[config.mk]
export PLATFORM = sky130hd
export DESIGN_NAME = btn_debounce_ctrl
export DESIGN_NICKNAME = d
export VERILOG_FILES = /design/src/rtl/btn_debounce_ctrl_pkg.sv /design/src/rtl/btn_debounce_chan.sv /design/src/rtl/btn_debounce_ctrl.sv
export SDC_FILE = /design/constraint.sdc
export NUM_CORES = 1
export LEC_CHECK = 0
export CORE_ASPECT_RATIO = 0.5
export CORE_MARGIN = 2
export CORE_UTILIZATION = 65
export CTS_BUF_LIST = sky130_fd_sc_hd__clkbuf_4
export CTS_CLUSTER_DIAMETER = 30
export DETAILED_ROUTE_END_ITERATION = 10
export GPL_TIMING_DRIVEN = 1
export PLACE_DENSITY = 0.84
export RECOVER_POWER = 50
export SYNTH_ARGS = -nofsm -noshare
export SYNTH_HDL_FRONTEND = slang
export SYNTH_HIERARCHICAL = 1
export SYNTH_SLANG_ARGS = --single-unit
[constraint.sdc]
create_clock -name clk -period 5 [get_ports clk]
set_input_delay 0.75 -clock clk [delete_from_list [all_inputs] [get_ports clk]]
set_output_delay 0.75 -clock clk [all_outputs]
set_load 0.01 [all_outputs]
[src/rtl/btn_debounce_ctrl_pkg.sv]
// btn_debounce_ctrl_pkg: channel FSM states and counter sizing shared by the debouncer
package btn_debounce_ctrl_pkg;
   typedef enum logic [1:0] {
      IDLE         = 2'd0,
      PRESS_WAIT   = 2'd1,
      HELD         = 2'd2,
      RELEASE_WAIT = 2'd3
   } btn_state_t;

   // Width that holds the largest of the three tick thresholds.
   function automatic int cnt_width(input int a, input int b, input int c);
      int m;
      m = a;
      if (b > m) m = b;
      if (c > m) m = c;
      return $clog2(m + 1);
   endfunction
endpackage

[src/rtl/btn_debounce_chan.sv]
// btn_debounce_chan: one button filter with hold-to-repeat
//   clk, rst_n : clock, async active-low reset
//   s          : synchronised button, active-low
//   tick       : one-clk prescaler strobe
//   e_debug    : accept changes on the next clk, suppress repeat
//   level      : debounced level, active-low
//   press, rel : one-clk pulses on accepted press / release
//   rpt        : one-clk auto-repeat pulse while held
module btn_debounce_chan
   import btn_debounce_ctrl_pkg::*;
#(
   parameter int DEBOUNCE_TICKS      = 1000,
   parameter int REPEAT_DELAY_TICKS  = 50000,
   parameter int REPEAT_PERIOD_TICKS = 10000
) (
   input  logic clk,
   input  logic rst_n,
   input  logic s,
   input  logic tick,
   input  logic e_debug,
   output logic level,
   output logic press,
   output logic rel,
   output logic rpt
);
   localparam int CW = cnt_width(DEBOUNCE_TICKS, REPEAT_DELAY_TICKS, REPEAT_PERIOD_TICKS);
   localparam logic [CW-1:0] DB = CW'(DEBOUNCE_TICKS);
   localparam logic [CW-1:0] RD = CW'(REPEAT_DELAY_TICKS);
   localparam logic [CW-1:0] RP = CW'(REPEAT_PERIOD_TICKS);
   localparam bit RPT_EN = REPEAT_DELAY_TICKS != 0;

   btn_state_t state, state_nx;
   logic [CW-1:0] cnt, cnt_nx, cnt_inc, target;
   logic armed, armed_nx, level_nx, press_nx, rel_nx, rpt_nx;

   assign cnt_inc = (tick && cnt != '1) ? cnt + CW'(1) : cnt;
   // armed: first repeat already issued, so later ones use the period
   assign target  = armed ? RP : RD;

   always_comb begin
      state_nx = state;
      cnt_nx   = cnt_inc;
      armed_nx = armed;
      level_nx = level;
      press_nx = 1'b0;
      rel_nx   = 1'b0;
      rpt_nx   = 1'b0;
      case (state)
         IDLE: begin
            cnt_nx = '0;
            if (!s) state_nx = PRESS_WAIT;
         end
         PRESS_WAIT: begin
            if (s) begin
               state_nx = IDLE;
               cnt_nx   = '0;
            end else if (e_debug || cnt == DB) begin
               state_nx = HELD;
               cnt_nx   = '0;
               armed_nx = 1'b0;
               press_nx = 1'b1;
               level_nx = 1'b0;
            end
         end
         HELD: begin
            if (s) begin
               state_nx = RELEASE_WAIT;
               cnt_nx   = '0;
            end else if (RPT_EN && cnt == target) begin
               cnt_nx   = '0;
               armed_nx = 1'b1;
               rpt_nx   = !e_debug;
            end
         end
         RELEASE_WAIT: begin
            if (!s) begin
               // bounce back to held: repeat timing restarts, no new press
               state_nx = HELD;
               cnt_nx   = '0;
               armed_nx = 1'b0;
            end else if (e_debug || cnt == DB) begin
               state_nx = IDLE;
               cnt_nx   = '0;
               rel_nx   = 1'b1;
               level_nx = 1'b1;
            end
         end
         default: begin
            state_nx = IDLE;
            cnt_nx   = '0;
         end
      endcase
   end

   always_ff @(posedge clk or negedge rst_n) begin
      if (!rst_n) begin
         state <= IDLE;
         cnt   <= '0;
         armed <= 1'b0;
         level <= 1'b1;
         press <= 1'b0;
         rel   <= 1'b0;
         rpt   <= 1'b0;
      end else begin
         state <= state_nx;
         cnt   <= cnt_nx;
         armed <= armed_nx;
         level <= level_nx;
         press <= press_nx;
         rel   <= rel_nx;
         rpt   <= rpt_nx;
      end
   end
endmodule

[src/rtl/btn_debounce_ctrl.sv]
// btn_debounce_ctrl: N-channel active-low push-button debouncer with shared tick prescaler
//   clk, rst_n   : clock, async active-low reset
//   e_debug      : bypass filtering, no repeat
//   btns_in      : raw buttons, active-low
//   btns_level   : debounced levels, active-low
//   btns_press   : one-clk pulses on accepted press
//   btns_release : one-clk pulses on accepted release
//   btns_rpt     : one-clk auto-repeat pulses while held
module btn_debounce_ctrl
   import btn_debounce_ctrl_pkg::*;
#(
   parameter int N_BUTTONS           = 3,
   parameter int CLKS_PER_TICK       = 250,
   parameter int DEBOUNCE_TICKS      = 1000,
   parameter int REPEAT_DELAY_TICKS  = 50000,
   parameter int REPEAT_PERIOD_TICKS = 10000
) (
   input  logic                 clk,
   input  logic                 rst_n,
   input  logic                 e_debug,
   input  logic [N_BUTTONS-1:0] btns_in,
   output logic [N_BUTTONS-1:0] btns_level,
   output logic [N_BUTTONS-1:0] btns_press,
   output logic [N_BUTTONS-1:0] btns_release,
   output logic [N_BUTTONS-1:0] btns_rpt
);
   localparam int PSW = $clog2(CLKS_PER_TICK);

   logic [N_BUTTONS-1:0] s1, s2;
   logic [PSW-1:0] pcnt;
   logic tick;

   assign tick = pcnt == PSW'(CLKS_PER_TICK - 1);

   always_ff @(posedge clk or negedge rst_n) begin
      if (!rst_n) begin
         s1   <= '1;
         s2   <= '1;
         pcnt <= '0;
      end else begin
         s1   <= btns_in;
         s2   <= s1;
         pcnt <= tick ? '0 : pcnt + PSW'(1);
      end
   end

   for (genvar i = 0; i < N_BUTTONS; i++) begin : g_ch
      btn_debounce_chan #(
         .DEBOUNCE_TICKS      (DEBOUNCE_TICKS),
         .REPEAT_DELAY_TICKS  (REPEAT_DELAY_TICKS),
         .REPEAT_PERIOD_TICKS (REPEAT_PERIOD_TICKS)
      ) u_ch (
         .clk     (clk),
         .rst_n   (rst_n),
         .s       (s2[i]),
         .tick    (tick),
         .e_debug (e_debug),
         .level   (btns_level[i]),
         .press   (btns_press[i]),
         .rel     (btns_release[i]),
         .rpt     (btns_rpt[i])
      );
   end
endmodule

==> impl_metrics.ini, run 1 <==
[layout]
design_area_mm2 = 0.00514
nets = 507
n_fill_cell = 553
regArea_mm2 = 0.00209
antenna_cells = 0
multiInputGateArea_mm2 = 0.00252
drive_gt1_share_pct = 11.4
area_delta_synth_final_pct = 5.50

[worst_setup_path]
crit_type = reg -> reg
crit_path_start_kind = flip-flop
rr_startpoint = pcnt[1]$_DFF_PN0_
r2r_cells = 9
critPathCaptureType = flip-flop
cp.required_ns = 5.36
reg2reg_to = g_ch[0].u_ch/cnt[15]$_DFF_PN0_
rrSetupSlack_ns = 2.10
cp.arrival_ns = 3.26
critPathMaxFanout = 14

[logic_synthesis]
synth.distinct_cells = 69
synth_top_cell_by_area = dfrtp_1
synth_most_common_cell = dfrtp_1
postSynthCellCount = 492
synth_top_flop_cell = dfrtp_1
syn_nets = 506
synth_seq_area_share_pct = 42.9
synth_enable_flop_cells = 0
yosysTopAreaCellShare_pct = 38.0
yosysWarningCount = 6
synthTopCellsByCount = dfrtp_1, a22oi_1, inv_1
netlist_top_cells_area = dfrtp_1, dfstp_2, a22oi_1
synthArstFlopShare_pct = 100
syn_avg_cell_area_um2 = 9.90
syn_area_mm2 = 0.00487
synth_seq_cells = 83

[run_status]
violations = max-capacitance violations, max-slew violations
status = complete, but fails checks

[placement]
hpwl_um = 6690
placedInstanceArea_mm2 = 0.00501
portBuffers = 17
gp_congestion = 0.855
place_ws_ns = 2.17

[route]
vias_per_cell = 6.66
detail-route-antenna-nets = 0
vias = 3957
firstDrtPassIters = 4
wl_per_cell_um = 16.8
drcViolationCount = 0
wirelength_um = 9950
drtIter0Drc = 322

[cts]
cts.path.max_buffers = 2
clockRootBuffer = clkbuf_4
cts.reportedPaths.clkPinSlew_ns = 0.13
holdBufCountCts = 0
postCtsSetupRepairBufs = 0
clkLatencyLatePin_ns = 0.44
htreeDepth = 3
cts_buffers = 9
postCtsResizedCells = 0
cts.sinks = 83
cts_tree = yes

[floorplan]
initial_utilization_pct = 66.8
die_w_um = 126
core_area_mm2 = 0.00729
die_area_mm2 = 0.00824
die_h_um = 65.2
boundaryPins = 18
rows = 22

[worst_hold_path]
hp-start = s1[0]$_DFF_PN1_
whs_path_depth = 0
min_to = s2[0]$_DFF_PN1_
worst_hold_path_type = reg -> reg

[power]
vdd_drop_max_mv = 0.165
p_per_area_mw_per_mm2 = 284
cellLeakagePower_nw = 1.89
p_int_mw = 1.01
switchingPower_uw = 448
combPwrFrac_pct = 19.1
pwr-share-seq_pct = 54.2
power.clock.fraction_pct = 26.7
switching_share_pct = 30.7

[timing]
fin_ws_ns = 2.10
finalClockSkew_ns = 0.0122
rsz0062_at_grt = false
period_share_pct = 58.0
slew_violations = 84
slew_headroom_pct = -33.7
tightest_slew_ns = 2.00
setup_tns_ns = 0
setup_viol = 0
finalCriticalPeriod_ns = 2.90
hold_violations = 0
max_freq_mhz = 345

[global_routing]
grt_max_degree = 84
grt_first_pass_wirelength_um = 17100
grt_pass1_vias = 3621
grt-ovfl-total = 0
antenna_found_initial = 0
grt_use_total_pct = 25.7

[flow_run]
max_cap_viol_count = 1
power by group through the flow:
| stage | clock network, mW | registers [mW] | logic, mW |
|---|---|---|---|
| floorplan | 0 | 0.791 | 0.204 |
| global placement | 0 | 0.798 | 0.274 |
| detailed placement | 0 | 0.801 | 0.281 |
| CTS | 0.396 | 0.788 | 0.281 |
| global route | 0.428 | 0.799 | 0.311 |
| finish | 0.389 | 0.789 | 0.278 |
how the worst max path moves through the flow:
stage	slack [ns]	startpoint	cells after the start	endpoint
floorplan	2.58	pcnt[1]$_DFF_PN0_	8	g_ch[0].u_ch/cnt[15]$_DFF_PN0_
global placement	2.23	pcnt[1]$_DFF_PN0_	9	g_ch[0].u_ch/cnt[15]$_DFF_PN0_
detailed placement	2.17	pcnt[1]$_DFF_PN0_	9	g_ch[0].u_ch/cnt[15]$_DFF_PN0_
CTS	2.11	pcnt[1]$_DFF_PN0_	9	g_ch[0].u_ch/cnt[15]$_DFF_PN0_
global route	1.93	pcnt[1]$_DFF_PN0_	9	g_ch[0].u_ch/cnt[15]$_DFF_PN0_
finish	2.10	pcnt[1]$_DFF_PN0_	9	g_ch[0].u_ch/cnt[15]$_DFF_PN0_
routing by layer:
layer | up-vias | GRT usage (%) | part of all wire, %
met5 | - | 0 | 0
met2 | 86 | 40.8 | 47
met1 | 1964 | 35.2 | 48
li1 | 1895 | - | -
met4 | 0 | 7.97 | 0.94
met3 | 12 | 6.51 | 4.3
metrics by stage:
stage	hold WS (ns)	utilization (%)	instances	total power [mW]
5_1_grt	0.349	70.4	594	1.54
2_1_floorplan	0.345	-	492	0.995
4_1_cts	0.362	70.5	594	1.47
3_3_place_gp	0.346	68.6	578	1.07
6_report	0.360	70.4	594	1.46
3_5_place_dp	0.349	68.6	578	1.08
critical path, stage by stage, from the launching register on:
cell      delay, ns
dfrtp_1        0.45
inv_1          0.08
ha_1           0.18
nand4b_1       0.14
nor2_2         0.41
buf_4          0.30
nand3_1        0.13
or4_4          0.54
or4_1          0.43
a22oi_2        0.15
state kept, by name (all words and copies together), names as in the netlist, named ones only:
signal           count
g_ch.u_ch/cnt       48
pcnt                 8
g_ch.u_ch/armed      3
g_ch.u_ch/level      3
g_ch.u_ch/press      3
g_ch.u_ch/rel        3
g_ch.u_ch/rpt        3
g_ch.u_ch/state      3
s1                   3
s2                   3
kinds of logic (layout without fill, tap and decap cells):
logic type,count (synthesis),after routing,synth area share [%]
AOI/OAI and AO/OA,128,128,19.3
buffers and inverters,55,61,5.34
xor gates and xnor gates,9,9,1.62
muxes,6,6,1.23
and+or+nand+nor,203,203,27.5
adders and majority gates,8,8,2.06
DFF,83,83,42.9
final cells by class:
cell class                 instances  area share, %
tap                               96           2.34
sequential                        83           40.6
clock buffer                      12           1.75
inverter                          27           1.97
clock inverter                     4          0.852
timing repair buffer              18           3.36
multi-input combinational        354           49.1
placed cells by master, fill, tap and decap left out, types with 8 or more instances in the layout:
cell type        Yosys  layout
clkdlybuf4s50_1      0      13
clkbuf_4             0      12
inv_1               27      27
dfstp_2              9       9
nand4_1             16      16
ha_1                 8       8
nor4_1              12      12
a22oi_1             31      31
or4_1                9       9
nand2_1             16      16
nand3_1             25      25
dfrtp_1             74      74
o31ai_1             18      18
o21ai_0             26      26
a21oi_1             15      15
or3_1               24      24
nor2_1              26      26
and3_1               8       8
No activity file was read; power rests on OpenSTA's default activity.
==> run 2, diff against run 1 <==
Settings changed: CORE_UTILIZATION 65 to 64, PLACE_DENSITY 0.84 to 0.83.
Clock period 5 ns to 2.7 ns, I/O delays scaled along.
==> run 2 against run 1 <==
The run now ends clean. Maximum frequency is 16% higher. Hold slack better by 0.0039 ns. Sequential power is 85% higher. Core utilization is 0.37 points higher. Worst setup slack worse by 1.9 ns. Power is 85% higher. Flip-flop and latch count stayed put. Via count is 0.15% higher. Clock skew is 0.00071 ns lower. Global-route usage is 0.30 points lower. Non-clock buffer count is 9 higher. Design area is 1.3% higher.
==> impl_metrics.ini, run 2 (synthesis results as in run 1) <==
[cts]
cts.reportedPaths.clkPinSlew_ns = 0.13
cts_buffers = 9
clockRootBuffer = clkbuf_4
cts.path.max_buffers = 2
clkLatencyLatePin_ns = 0.43
cts.sinks = 83
cts_tree = yes
htreeDepth = 3

[worst_hold_path]
worst_hold_path_type = reg -> reg
hp-start = s1[2]$_DFF_PN1_
whs_path_depth = 0
min_to = s2[2]$_DFF_PN1_

[layout]
layout_common_cells = dfrtp_1, a22oi_1, inv_1, o21ai_0, nor2_1
regMostFlops = g_ch.u_ch/cnt
largest_register_ffs = 48
nets = 516
top_regs = g_ch.u_ch/cnt: 48 flops, pcnt: 8 flops
final_common_cell = dfrtp_1
drive_gt1_share_pct = 12.2
antenna_cells = 0
finish.utilization_pct = 70.8
area_delta_synth_final_pct = 6.86

[route]
vias_per_cell = 6.57
drcViolationCount = 0
wl_per_cell_um = 16.3
drtIter0Drc = 279
firstDrtPassIters = 5
detail-route-antenna-nets = 0
wirelength_um = 9810
vias = 3963

[global_routing]
grt_pass1_vias = 3674
busiest_layer = met2
use_met2_pct = 40.7
grt-ovfl-total = 0
grt_use_total_pct = 25.4
grt_max_degree = 50
grt_use_met3_pct = 7.00
use_met1_pct = 34.4
grt_first_pass_wirelength_um = 17000
antenna_found_initial = 0

[power]
switching_share_pct = 31.1
p_int_mw = 1.85
p_per_area_mw_per_mm2 = 517
vdd_drop_max_mv = 0.398
cellLeakagePower_nw = 1.91
p_total_mw = 2.69
switchingPower_uw = 837
power.clock.fraction_pct = 26.2
pwr-share-seq_pct = 54.2
combPwrFrac_pct = 19.6

[worst_setup_path]
critPathCaptureType = flip-flop
r2r_cells = 8
crit_path_start_kind = flip-flop
reg2reg_to = g_ch[0].u_ch/cnt[15]$_DFF_PN0_
cp.required_ns = 3.07
rr_startpoint = pcnt[1]$_DFF_PN0_
rrSetupSlack_ns = 0.21
critPathMaxFanout = 9
cp.arrival_ns = 2.86
crit_path_start = pcnt[1]$_DFF_PN0_
crit_type = reg -> reg

[timing]
max_freq_mhz = 401
slew_headroom_pct = 22.4
finalCriticalPeriod_ns = 2.49
hold_violations = 0
finalClockSkew_ns = 0.0115
rsz0062_at_grt = false
hold_ws_ns = 0.364
tightest_slew_ns = 1.16
fin_ws_ns = 0.205
setup_tns_ns = 0
setup_viol = 0
slew_violations = 0
period_share_pct = 92.4

[floorplan]
boundaryPins = 18
die_w_um = 127
core_area_mm2 = 0.00735
die_h_um = 65.7
rows = 22
die_area_mm2 = 0.00837
initial_utilization_pct = 66.3

[placement]
hpwl_um = 6690
portBuffers = 17
gp_congestion = 0.904
place_ws_ns = 0.190

[flow_run]
max_cap_viol_count = 0

[run_status]
status = completed
==> run 2: stage by stage <==
| step | area [um^2] | instances |
|---|---|---|
| 3_3_place_gp | 5080 | 586 |
| 5_1_grt | 5200 | 603 |
| 3_5_place_dp | 5080 | 586 |
| 6_report | 5200 | 603 |
| 4_1_cts | 5220 | 603 |
| 2_1_floorplan | 4870 | 492 |
==> run 2: worst max-delay path by stage <==
stage / cells after the start / slack (ns) / end
floorplan: 8 / 0.28 / g_ch[0].u_ch/cnt[15]$_DFF_PN0_
global placement: 8 / 0.29 / g_ch[0].u_ch/cnt[15]$_DFF_PN0_
detailed placement: 8 / 0.19 / g_ch[1].u_ch/cnt[15]$_DFF_PN0_
CTS: 8 / 0.15 / g_ch[0].u_ch/cnt[15]$_DFF_PN0_
global route: 8 / 0.04 / g_ch[0].u_ch/cnt[15]$_DFF_PN0_
finish: 8 / 0.21 / g_ch[0].u_ch/cnt[15]$_DFF_PN0_
==> run 2: layout make-up <==
class	instances	area, um^2
multi-input combinational	354	2530
fill	570	2150
sequential	83	2090
timing repair buffer	27	236
tap	96	120
inverter	27	101
clock buffer	10	75.1
clock inverter	6	56.3
==> run 2: per-layer routing <==
| layer | up-vias | routed length (um) |
|---|---|---|
| met2 | 109 | 4540 |
| met4 | 0 | 92 |
| met1 | 1919 | 4700 |
| li1 | 1922 | - |
| met3 | 13 | 476 |
| met5 | - | 0 |
==> run 2: worst max-delay path, stage by stage (launching register included) <==
cell,delay [ns]
dfrtp_1,0.45
inv_1,0.07
ha_1,0.19
nand4b_1,0.20
nor2_4,0.25
nand3_1,0.14
or4_4,0.54
or4_1,0.43
a22oi_2,0.15
==> run 2: power by group through the flow <==
stage	Clock [mW]	Sequential (mW)	Combinational, mW
CTS	0.726	1.46	0.535
detailed placement	0	1.48	0.533
global placement	0	1.48	0.517
floorplan	0	1.46	0.377
global route	0.780	1.48	0.580
finish	0.704	1.46	0.528
==> run 2: what timing repair did <==
action                                  in CTS  in global routing
gates resized for setup                      0                  1
buffers inserted                             0                  0
endpoints found under the hold margin       47                  0
endpoints found under the setup margin       0                  2
hold buffers                                 1                  0
